[config.mk]
export PLATFORM = sky130hd
export DESIGN_NAME = sp_dram_arbiter
export DESIGN_NICKNAME = d
export VERILOG_FILES = /design/src/rtl/sp_dram_arbiter.sv
export SDC_FILE = /design/constraint.sdc
export NUM_CORES = 1
export LEC_CHECK = 0
export ABC_AREA = 0
export CORE_AREA = 2 2 435 437
export DETAILED_ROUTE_END_ITERATION = 10
export DIE_AREA = 0 0 437 439
export GPL_ROUTABILITY_DRIVEN = 0
export PLACE_DENSITY = 0.38
export SYNTH_ARGS = -nofsm -noshare
export SYNTH_HDL_FRONTEND = slang
export SYNTH_SLANG_ARGS = --single-unit
[constraint.sdc]
create_clock -name clk -period 5.95 [get_ports clk]
set_input_delay 0.8925 -clock clk [delete_from_list [all_inputs] [get_ports clk]]
set_output_delay 0.8925 -clock clk [all_outputs]
set_load 0.05 [all_outputs]
[src/rtl/sp_dram_arbiter.sv]
// sp_dram_arbiter: round-robin arbiter sharing one sp_dram user port between PORTS requesters
// Ports: clk, rst (async active-low);
//        req_we/req_re/req_addr/req_din/req_mask are per-port level requests, held until req_ack;
//        req_ack is a one-hot completion pulse, rd_data is valid with a read ack;
//        grant_id is the port served, busy is high while a transaction is in flight;
//        mem_* drive the sp_dram command interface, mem_dout/mem_ready come back from it.
module sp_dram_arbiter #(
   parameter int PORTS      = 4,
   parameter int ID_WIDTH   = 2,
   parameter int ADDR_WIDTH = 25,
   parameter int DATA_WIDTH = 128,
   parameter int MASK_WIDTH = 16
) (
   input  logic                        clk,
   input  logic                        rst,
   input  logic [PORTS-1:0]            req_we,
   input  logic [PORTS-1:0]            req_re,
   input  logic [PORTS*ADDR_WIDTH-1:0] req_addr,
   input  logic [PORTS*DATA_WIDTH-1:0] req_din,
   input  logic [PORTS*MASK_WIDTH-1:0] req_mask,
   output logic [PORTS-1:0]            req_ack,
   output logic [DATA_WIDTH-1:0]       rd_data,
   output logic [ID_WIDTH-1:0]         grant_id,
   output logic                        busy,
   output logic [ADDR_WIDTH-1:0]       mem_addr,
   output logic [DATA_WIDTH-1:0]       mem_din,
   output logic [MASK_WIDTH-1:0]       mem_mask,
   output logic                        mem_we,
   output logic                        mem_re,
   input  logic [DATA_WIDTH-1:0]       mem_dout,
   input  logic                        mem_ready
);
   localparam int IW = $clog2(PORTS);
   typedef enum logic [2:0] {IDLE, ISSUE, RD_GAP, RD_WAIT, RD_DONE} state_t;
   state_t                  state_q, state_d;
   logic [IW-1:0]           rr_ptr_q, rr_ptr_d, gnt_q, gnt_d, win, idx, gnt_nxt;
   logic                    found;
   logic [PORTS-1:0]        req_any, req_ack_q, req_ack_d;
   logic [DATA_WIDTH-1:0]   rd_data_q, rd_data_d, mem_din_q, mem_din_d;
   logic [ADDR_WIDTH-1:0]   mem_addr_q, mem_addr_d;
   logic [MASK_WIDTH-1:0]   mem_mask_q, mem_mask_d;
   logic                    mem_we_q, mem_we_d, mem_re_q, mem_re_d, busy_q, busy_d;
   logic [ADDR_WIDTH-1:0]   a_arr [PORTS];
   logic [DATA_WIDTH-1:0]   d_arr [PORTS];
   logic [MASK_WIDTH-1:0]   m_arr [PORTS];
   for (genvar g = 0; g < PORTS; g++) begin : g_unpack
      assign a_arr[g] = req_addr[g*ADDR_WIDTH +: ADDR_WIDTH];
      assign d_arr[g] = req_din[g*DATA_WIDTH +: DATA_WIDTH];
      assign m_arr[g] = req_mask[g*MASK_WIDTH +: MASK_WIDTH];
   end
   // First requesting port at or after rr_ptr, wrapping modulo PORTS.
   always_comb begin
      req_any = req_we | req_re;
      found   = 1'b0;
      win     = '0;
      idx     = '0;
      for (int k = 0; k < PORTS; k++) begin
         idx = IW'((int'(rr_ptr_q) + k) % PORTS);
         if (!found && req_any[idx]) begin
            found = 1'b1;
            win   = idx;
         end
      end
   end
   assign gnt_nxt = (gnt_q == IW'(PORTS-1)) ? '0 : gnt_q + 1'b1;
   always_comb begin
      state_d    = state_q;
      rr_ptr_d   = rr_ptr_q;
      gnt_d      = gnt_q;
      req_ack_d  = '0;
      rd_data_d  = rd_data_q;
      mem_addr_d = mem_addr_q;
      mem_din_d  = mem_din_q;
      mem_mask_d = mem_mask_q;
      mem_we_d   = 1'b0;
      mem_re_d   = 1'b0;
      case (state_q)
         IDLE: if (mem_ready && found) begin
            state_d    = ISSUE;
            gnt_d      = win;
            mem_addr_d = a_arr[win];
            mem_din_d  = d_arr[win];
            mem_mask_d = m_arr[win];
            // a port asking for both is served as a write; its read stays pending
            mem_we_d   = req_we[win];
            mem_re_d   = ~req_we[win];
            req_ack_d  = req_we[win] ? PORTS'(1) << win : '0;
         end
         ISSUE: begin
            state_d  = mem_we_q ? IDLE : RD_GAP;
            rr_ptr_d = mem_we_q ? gnt_nxt : rr_ptr_q;
         end
         // sp_dram only drops ready a cycle after re, so ready is not trusted here
         RD_GAP: state_d = RD_WAIT;
         RD_WAIT: if (mem_ready) begin
            state_d   = RD_DONE;
            rd_data_d = mem_dout;
            req_ack_d = PORTS'(1) << gnt_q;
         end
         RD_DONE: begin
            state_d  = IDLE;
            rr_ptr_d = gnt_nxt;
         end
         default: state_d = IDLE;
      endcase
      busy_d = state_d != IDLE;
   end
   always_ff @(posedge clk or negedge rst) begin
      if (!rst) begin
         state_q    <= IDLE;
         rr_ptr_q   <= '0;
         gnt_q      <= '0;
         req_ack_q  <= '0;
         rd_data_q  <= '0;
         mem_addr_q <= '0;
         mem_din_q  <= '0;
         mem_mask_q <= '0;
         mem_we_q   <= 1'b0;
         mem_re_q   <= 1'b0;
         busy_q     <= 1'b0;
      end else begin
         state_q    <= state_d;
         rr_ptr_q   <= rr_ptr_d;
         gnt_q      <= gnt_d;
         req_ack_q  <= req_ack_d;
         rd_data_q  <= rd_data_d;
         mem_addr_q <= mem_addr_d;
         mem_din_q  <= mem_din_d;
         mem_mask_q <= mem_mask_d;
         mem_we_q   <= mem_we_d;
         mem_re_q   <= mem_re_d;
         busy_q     <= busy_d;
      end
   end
   assign req_ack  = req_ack_q;
   assign rd_data  = rd_data_q;
   assign grant_id = ID_WIDTH'(gnt_q);
   assign busy     = busy_q;
   assign mem_addr = mem_addr_q;
   assign mem_din  = mem_din_q;
   assign mem_mask = mem_mask_q;
   assign mem_we   = mem_we_q;
   assign mem_re   = mem_re_q;
endmodule

; ---- Yosys cells after proc, flatten, opt, wreduce, memory -nomap -nowiden
; Index checks and enable logic that the tools add are counted.
[word_totals]
reg_bits = 311
inputBits = 815
output_inout_bits = 306
wordCells = 87
[op_classes]
addsub = 4
order_cmp = 6
eq_ne = 6
shift = 2
n_mux = 42
bitwise = 3
n_reduce_logical = 13
[ops]
columns = cell, count
row1 = binary-select mux 128 bit (select 2 bit), 1
row2 = 2-to-1 mux 128 bit, 2
row3 = binary-select mux 25 bit (select 2 bit), 1
row4 = 2-to-1 mux 25 bit, 2
row5 = binary-select mux 16 bit (select 2 bit), 1
row6 = 2-to-1 mux 16 bit, 2
row7 = less-than comparator 2 x 3 -> 1 bit (second input constant), 5
row8 = 2-to-1 mux 2 bit, 7
row9 = 2-to-1 mux 1 bit, 13
row10 = 2-to-1 mux 4 bit, 3
row11 = one-hot mux 3 bit (4 select lines), 1
row12 = binary-select mux 1 bit (select 2 bit), 5
row13 = one-hot mux 4 bit (2 select lines), 1
row14 = left shift 1 x 2 -> 4 bit (first input constant), 2
row15 = == test 3 x 2 -> 1 bit (second input constant), 2
row16 = 2-to-1 mux 3 bit, 2
row17 = AND reduction 2 bit, 3
row18 = adder 2 x 1 -> 2 bit (second input constant), 2
row19 = adder 2 bit (second input constant), 2
row20 = logical AND 1 bit, 4
row21 = OR 4 bit, 1
row22 = one-hot mux 2 bit (2 select lines), 1
row23 = == test 3 x 1 -> 1 bit (second input constant), 1
row24 = == test 3 bit (second input constant), 1
row25 = other kinds (9), 11

; ---- Logic depth before layout (Yosys ltp)
; Gate-level depths: netlist (run 1).
[logic_depth]
ltp_word = 18
mapped_depth = 9
ltp_nobuf = 5

; ---- Worst setup path before layout (run 1)
; Ideal clock, no wire load.
[synth_timing]
kind = input to register
from = input port req_re[2]
to = register req_ack_q[0], in the netlist req_ack[0]
setup_ps = 122
arrival_time_ps = 2667
required_time_ps = 5828
path_slack_ps = 3162
stages = 7
n_path_buf = 2
cell_sequence = or4_4 -> o41ai_4 -> nor4_2 -> and2_1 -> buf_2 -> buf_1 -> a32o_1
[synth_via]
elab_chain_cells = 18
elab_cells_between_ends = 30
classes_between = 1 x shift / 21 x mux / 1 x bitwise / 7 x reduce/logical
[synth_rtl]
columns = item, line
row1 = from (decl), 17  ; input logic [PORTS-1:0] req_re,
row2 = OR 4 bit *, 53  ; req_any = req_we | req_re;
row3 = binary-select mux 1 bit (select 2 bit), 59  ; if (!found && req_any[idx]) begin
row4 = 2-to-1 mux 1 bit (implied by the code), 59
row5 = 2-to-1 mux 1 bit, 59
row6 = logical NOT 1 bit, 59
row7 = logical AND 1 bit, 59
row8 = 2-to-1 mux 1 bit, 59
row9 = logical NOT 1 bit, 59
row10 = [... 3 more ...], --
row11 = logical AND 1 bit, 59
row12 = 2-to-1 mux 2 bit, 59
row13 = binary-select mux 1 bit (select 2 bit), 87  ; req_ack_d = req_we[win] ? PORTS'(1) << win : '0;
row14 = 2-to-1 mux 1 bit (implied by the code), 87
row15 = 2-to-1 mux 4 bit, 87
row16 = 2-to-1 mux 4 bit *, 78  ; IDLE: if (mem_ready && found) begin
row17 = one-hot mux 4 bit (2 select lines) *, 77  ; case (state_q)
row18 = named net req_ack_d[0], 38  ; logic [PORTS-1:0] req_any, req_ack_q, req_ack_d;
row19 = to (signal assigned), 125  ; req_ack_q <= req_ack_d;
row20 = to (decl), 38
; The timed path passes the listed nets; every way through them passes the cells marked *. The select of a mux whose other input is x is not followed.
; A chain may end at the register's enable or synchronous reset.

; ---- Final worst setup path (run 1)
[layout_timing]
from = input port req_we[3]
to = register mem_din_q[117], in the netlist mem_din[117]
[layout_via]
elab_chain_cells = 17
elab_cells_between_ends = 29
classes_between = 19 x mux / 2 x bitwise / 8 x reduce/logical
[layout_rtl]
columns = item, line
row1 = from (decl), 16  ; input logic [PORTS-1:0] req_we,
row2 = OR 4 bit *, 53
row3 = binary-select mux 1 bit (select 2 bit), 59
row4 = 2-to-1 mux 1 bit (implied by the code), 59
row5 = 2-to-1 mux 1 bit, 59
row6 = logical NOT 1 bit, 59
row7 = logical AND 1 bit, 59
row8 = 2-to-1 mux 1 bit, 59
row9 = logical NOT 1 bit, 59
row10 = logical AND 1 bit, 59
row11 = 2-to-1 mux 1 bit, 59
row12 = logical NOT 1 bit, 59
row13 = logical AND 1 bit, 59
row14 = 2-to-1 mux 2 bit, 59
row15 = inverter 2 -> 3 bit (implied by the code), 82  ; mem_din_d = d_arr[win];
row16 = binary-select mux 128 bit (select 2 bit), 82
row17 = 2-to-1 mux 128 bit (implied by the code) (2 in a row), 82
row18 = to (signal assigned), 128  ; mem_din_q <= mem_din_d;
row19 = to (decl), 39  ; logic [DATA_WIDTH-1:0] rd_data_q, rd_data_d, mem_din_q, mem_din_d;
; Mark *: on every way between the ends. The rest lies on a longest branch, timed or not. The select of a mux whose other input is x is not followed.

==> metrics.txt, run 1 <==
post-synthesis xor/xnor area fraction 0%; RSZ-0062 raised after global routing no; H-tree depth 2; crit path max fanout 40; Slew Limit Fails 0; synthesized flop and latch total 311; Die Ht 439 µm; status complete, no violations; Area Growth Syn to Fin 82.8%; GR Layer Usage met2 between 20% and 30%; VDD IR max 0.260 mV; Synth Area in Compound Gates about a fifth; HP Class in2async; Worst setup SP type input pin; Initial Utilization between 10% and 20%; initial antenna violation count 54; CTS Hold Bufs 0; Final Hold Fails 0; Max Fclk 252 MHz; adder-cell share of the synthesized area less than 1%; critical path class in2reg; clk_lat worst skew between 0.6 and 0.7 ns; leakage power 13.5 nW; final setup fails 0; CTS tree yes; Post-CTS Setup Bufs 0; GR peak layer met2; drt via density approximately 3.7; Vias approximately 22,000; Design Area, Final ~35,000 µm²; Mapped Avg Cell Area 8.07 µm²; global-route wire length before repair 203 mm; slew of the pin with the lowest slew margin about 1.2 ns; Pwr Density 513 nW/µm²; TritonCTS buffer count between 40 and 50; gr usage total 15.1%; Area after DPL 33,100 µm²; largest net degree at the start of global routing 137; main combinational cell family by area after synthesis simple AND/OR/NAND/NOR gates; Syn Inst Count around 2,400; met1 Usage GRT between 10% and 20%; Tot Pwr roughly 18 mW; fin crit share about two thirds; IO Port Bufs roughly 1,100; remaining antenna violation count 0; initial DRC count between 1,000 and 1,500; Seq/Total Area, Yosys roughly two fifths; Worst Skew 0.0508 ns; setup_tns 0 ns; DRC Markers 0; post-synthesis mux area share around 9%; Final min period ~4.0 ns; max_slew headroom around 17%; Placed Cells between 5,000 and 6,000; met3 usage under 10%; Post-Synth Simple-Gate Area between 20% and 30%; Clock Tree Root clkbuf_16; Max Cap Viol 0; cts repair resizes 0; fillers about 21,000; Netlist cell types 38; die width roughly 440 µm; CTS max path bufs 3; yosys synthesis warning count 0; wire length per cell 25.8 µm; Critical Path End Type register; synthesized area 19,000 µm²; Rows 159; fraction of layout cells with a size suffix above 1 approximately 7.0%; vias in the first global route 22,254; core area approximately 190,000 µm²; Detailed Routing Iterations Pass 1 5; Ports around 1,100; Layout Cells excl Fill ~6,000; grt total ovfl 0; clk slew on worst S/H paths approximately 0.060 ns; Final HPWL DP between 100 and 150 mm; Final nets approximately 4,200; required time of the worst setup path 6.46 ns; Synth Net Count around 3,200; number of clock sinks between 300 and 400; die area between 150,000 and 200,000 µm²; DRT Wirelength roughly 150 mm; CP arrival 4.49 ns
[state kept, by name, summed over array words and instances, names as in the netlist]
signal	flops
busy	1
grant_id	2
mem_addr	25
mem_din	128
mem_mask	16
mem_re	1
mem_we	1
rd_data	128
req_ack	4
rr_ptr_q	2
state_q	3
[logic make-up (layout without fill, tap and decap cells)]
family | after synthesis | count (layout)
AOI/OAI and AO/OA | 535 | 535
adders and majority gates | 4 | 4
buffers and inverters | 243 | 1268
DFF | 311 | 311
muxes | 170 | 170
other | 0 | 15
and+or+nand+nor | 1088 | 1088
[synth_stat cells]
library cell  count  area [µm²]
nor2_1          517        1940
nand2_1         388        1460
dfrtp_1         311        7780
a211oi_1        251        1880
o21ai_0         174         871
mux2i_1         169        1690
nand3_1         169         846
clkbuf_1        168         631
a211oi_2         90        1130
buf_2            39         195
buf_1            20        75.1
buf_6            10         113
a21oi_1           5        25.0
inv_1             5        18.8
a32o_1            4        40.0
ha_1              4        50.1
a211o_1           2        17.5
a21boi_0          2        15.0
and3_1            2        12.5
nor4_1            2        12.5
or3_1             2        12.5
a21o_1            1        7.51
a221oi_1          1        8.76
a31o_2            1        8.76
and2_1            1        6.26
inv_2             1        3.75
mux2_2            1        11.3
nand2b_1          1        6.26
nand4_1           1        6.26
nor3_1            1        5.00
nor4_2            1        12.5
o21ai_1           1        5.00
o22ai_1           1        6.26
o41ai_1           1        8.76
o41ai_4           1        27.5
or2_2             1        6.26
or4_1             1        7.51
or4_4             1        11.3
[path summary, 6_finish.rpt]
path                       depth (start not counted)           end  slack (ns)         from
min                                                1   rd_data[80]        0.24          rst
max in group asynchronous                          2   mem_mask[9]        4.31          rst
min reg2reg                                        2   rd_data[67]        0.47  rd_data[67]
max reg2reg                                        5  mem_din[117]        2.54   state_q[2]
max                                                8  mem_din[117]        1.97    req_we[3]
min in group clk                                   2   rd_data[67]        0.47  rd_data[67]
[cells in the final DEF (no fill, tap or decap), types with 4 or more instances in the layout]
cell and instances:
o21ai_0 174, clkinv_2 4, nand3_1 169, ha_1 4, clkbuf_1 15, buf_12 19
buf_4 41, clkdlybuf4s50_1 1118, clkbuf_16 47, clkbuf_8 10, a32o_1 4, diode_2 15
inv_1 5, a211oi_1 251, nor2_1 517, mux2i_1 169, a21oi_1 4, dfrtp_1 311
a211oi_2 90, nand2_1 388
[worst max-delay path: stages]
cell	delay (ns)
clkdlybuf4s50_1	0.61
or4_4	0.23
o41ai_4	0.11
nor4_4	0.64
buf_4	0.61
and2_4	0.61
buf_4	0.51
a211oi_2	0.14
[stage by stage]
stage	worst slack, ns	hold WS, ns	utilization [%]
2_1_floorplan	3.16	0.506	-
3_3_place_gp	1.21	0.457	17.7
3_5_place_dp	1.14	0.461	17.7
4_1_cts	1.86	0.226	18.5
5_1_grt	1.72	0.265	18.5
6_report	1.97	0.237	18.5
[metal layers]
layer / vias up / share of wire [%]
li1: 10169 / -
met1: 11017 / 43
met2: 704 / 50
met3: 139 / 6.2
met4: 30 / 1.6
met5: - / 0.13
[power breakdown]
group | leakage, nW | switching, mW | internal, mW | total, mW
Clock | 0.765 | 1.25 | 1.72 | 2.97
Sequential | 3.63 | 0.641 | 3.11 | 3.75
Combinational | 9.12 | 7.48 | 3.57 | 11.1
Total | 13.5 | 9.37 | 8.41 | 17.8
[area by class of cell]
cell class,count,area (µm²),share of cell area (%)
Timing Repair Buffer,1179,11900,34.3
Multi-Input combinational cell,1797,10200,29.5
Sequential cell,311,7780,22.4
Tap cell,2495,3120,9.00
Clock buffer,72,1370,3.95
Clock inverter,11,209,0.603
Antenna cell,15,37.5,0.108
Inverter,6,25.0,0.0722
(Power assumes the default switching activity.)
==> run 2, diff against run 1 <==
--- a/config.mk
+++ b/config.mk
@@ -6,9 +6,9 @@
 export NUM_CORES = 1
 export LEC_CHECK = 0
 export ABC_AREA = 0
-export CORE_AREA = 2 2 435 437
+export CORE_AREA = 2 2 439 441
 export DETAILED_ROUTE_END_ITERATION = 10
-export DIE_AREA = 0 0 437 439
+export DIE_AREA = 0 0 441 443
 export GPL_ROUTABILITY_DRIVEN = 0
 export PLACE_DENSITY = 0.38
 export SYNTH_ARGS = -nofsm -noshare
==> constraint.sdc (replaced) <==
create_clock -name clk -period 3.8 [get_ports clk]
set_input_delay 0.57 -clock clk [delete_from_list [all_inputs] [get_ports clk]]
set_output_delay 0.57 -clock clk [all_outputs]
set_load 0.05 [all_outputs]
==> run 2 against run 1 <==
Effect of this change: sequential cell count did not move; cell count rose by 1.4%; first-iteration DRC count rose by 15%; via count rose by 2.3%; sequential power rose by 57%; largest cell class unchanged; setup slack got worse by 0.97 ns; highest routed layer unchanged; clock power rose by 70%; combinational power rose by 59%; final area rose by 2.2%; routed wire length rose by 5.7%; die area rose by 1.8%; clock skew fell by 0.024 ns.
==> metrics.txt, run 2 (same netlist as run 1, synthesis figures left out) <==
status complete, no violations; fillers 21,474 (+1.9%); setup ws final 1.01 ns (-0.969 ns); Crit-path slowest cell clkdlybuf4s50_1; most common cell after layout, fill and taps aside clkdlybuf4s50_1; H-tree depth 2 (unchanged); Detailed Routing Iterations Pass 1 5 (unchanged); Worst Skew 0.0265 ns (-0.0243 ns); Initial Utilization 9.92% (-0.22 points); Slew Limit Fails 0 (unchanged); Area after DPL 33,700 µm² (+1.9%); CP arrival 2.22 ns (-2.27 ns); die width 441 µm (+0.92%); largest net degree at the start of global routing 132 (-3.6%); die area 195,000 µm² (+1.8%); Ports 1,121 (unchanged); number of clock sinks 311 (unchanged); TritonCTS buffer count 49 (+4.3%); wire length per cell 26.9 µm (+4.3%); Max Cap Viol 0 (unchanged); vias in the first global route 22,942 (+3.1%); Pwr Density 807 nW/µm² (+57%); Final min period ~2.8 ns; drt via density 3.78 (+0.88%); Tot Pwr 28.6 mW (+61%); clk slew on worst S/H paths 0.07 ns (about the same); Vias 22,566 (+2.3%); Final nets 4,207 (+1.1%); Die Ht 443 µm (+0.91%); global-route wire length before repair 212 mm (+4.5%); CP Buf/Inv Count 1 (-2); Area Growth Syn to Fin 86.8%; slew of the pin with the lowest slew margin 1.04 ns (-0.205 ns); cts repair resizes 0 (unchanged); Critical Path, Cell by Cell clkdlybuf4s50_1; gr usage total 15.8% (+0.67 points); crit-path max cell delay 1.17 ns (+0.53 ns); clk_lat worst skew 0.67 ns (about the same); Max Fclk roughly 360 MHz; core area 191,000 µm² (+2.2%); Placed Cells 5,862 (+1.3%); setup_tns 0 ns (unchanged); Final Util 18.5% (about the same); Clock Tree Root clkbuf_16; required time of the worst setup path 3.23 ns (-3.23 ns); Final HPWL DP 126 mm (+8.6%); grt total ovfl 0 (unchanged); Place WS 0.325 ns (-0.818 ns); Layout Cells excl Fill 5,969 (+1.4%); DRC Markers 0 (unchanged); fraction of layout cells with a size suffix above 1 8.46% (+1.5 points); Critical Path End Type output pin; final setup fails 0 (unchanged); DRT Wirelength 160 mm (+5.7%); IO Port Bufs 1,120 (unchanged); Rows 161 (+1.3%); initial antenna violation count 69 (+28%); HP Class in2reg; max_slew headroom 30.6% (+14 points); CTS max path bufs 3 (unchanged); crit path max fanout 2 (-95%); fin crit share between 70% and 80%; Hold WS 0.426 ns (+0.189 ns); VDD IR max 0.346 mV (+33%); Design Area, Final 35,400 µm² (+2.2%); Final Hold Fails 0 (unchanged); delay-heaviest family, CP buffers and inverters; leakage power 13.9 nW (+2.8%); initial DRC count 1,635 (+15%); critical path class reg2out; CTS tree yes; most frequent cells in the layout clkdlybuf4s50_1, nor2_1, nand2_1; remaining antenna violation count 0 (unchanged); Worst setup SP type register; RSZ-0062 raised after global routing no
run 2: cell types whose count changed in the layout (fill, tap and decap cells not counted), moves of 2 or more:
cell / before / now
buf_12: 19 / 39
buf_4: 41 / 63
bufinv_16: 3 / 6
clkbuf_1: 15 / 11
clkbuf_16: 47 / 49
clkinv_16: 3 / 0
clkinv_2: 4 / 10
inv_16: 0 / 3
inv_6: 0 / 2
run 2: timing repair:
action / 4_1_cts / 5_1_grt
hold endpoints to repair: 64 / 0
hold buffers: 1 / 0
buffers inserted: 0 / 0
run 2: final cells by class:
cell class              count  area, µm²  area share [%]
clock inverters            21        308           0.869
repair buffers           1223      12500            35.2
inverters                   6       25.0          0.0706
multi-input cells        1797      10200            28.9
well taps                2526       3160            8.92
flip-flops and latches    311       7780            22.0
clock buffers              70       1410            3.97
diodes                     15       37.5           0.106
run 2: final timing paths:
kind / start / end / slack (ns) / depth (start not counted)
hold / removal: mem_dout[49] / rd_data[49] / 0.43 / 3
setup / recovery: mem_mask[9] / mem_mask[9] / 1.01 / 1
hold reg to reg: rd_data[79] / rd_data[79] / 0.47 / 2
min in group asynchronous: rst / rd_data[76] / 0.56 / 2
setup reg to reg: rr_ptr_q[1] / mem_din[62] / 1.29 / 6
max in group asynchronous: rst / grant_id[1] / 2.32 / 3
run 2: power breakdown:
part / internal (mW) / total [mW] / switching [mW] / leakage (nW)
Combinational: 5.78 / 17.6 / 11.9 / 9.42
Clock: 3.00 / 5.05 / 2.05 / 0.851
Sequential: 4.88 / 5.90 / 1.03 / 3.63
run 2: layer usage:
| layer | GRT usage (%) | routed length, µm | up-vias |
|---|---|---|---|
| li1 | - | - | 10271 |
| met5 | 0 | 193 | - |
| met4 | 2.85 | 2780 | 32 |
| met3 | 3.37 | 10300 | 163 |
| met1 | 20.3 | 68200 | 11235 |
| met2 | 27.1 | 78900 | 865 |
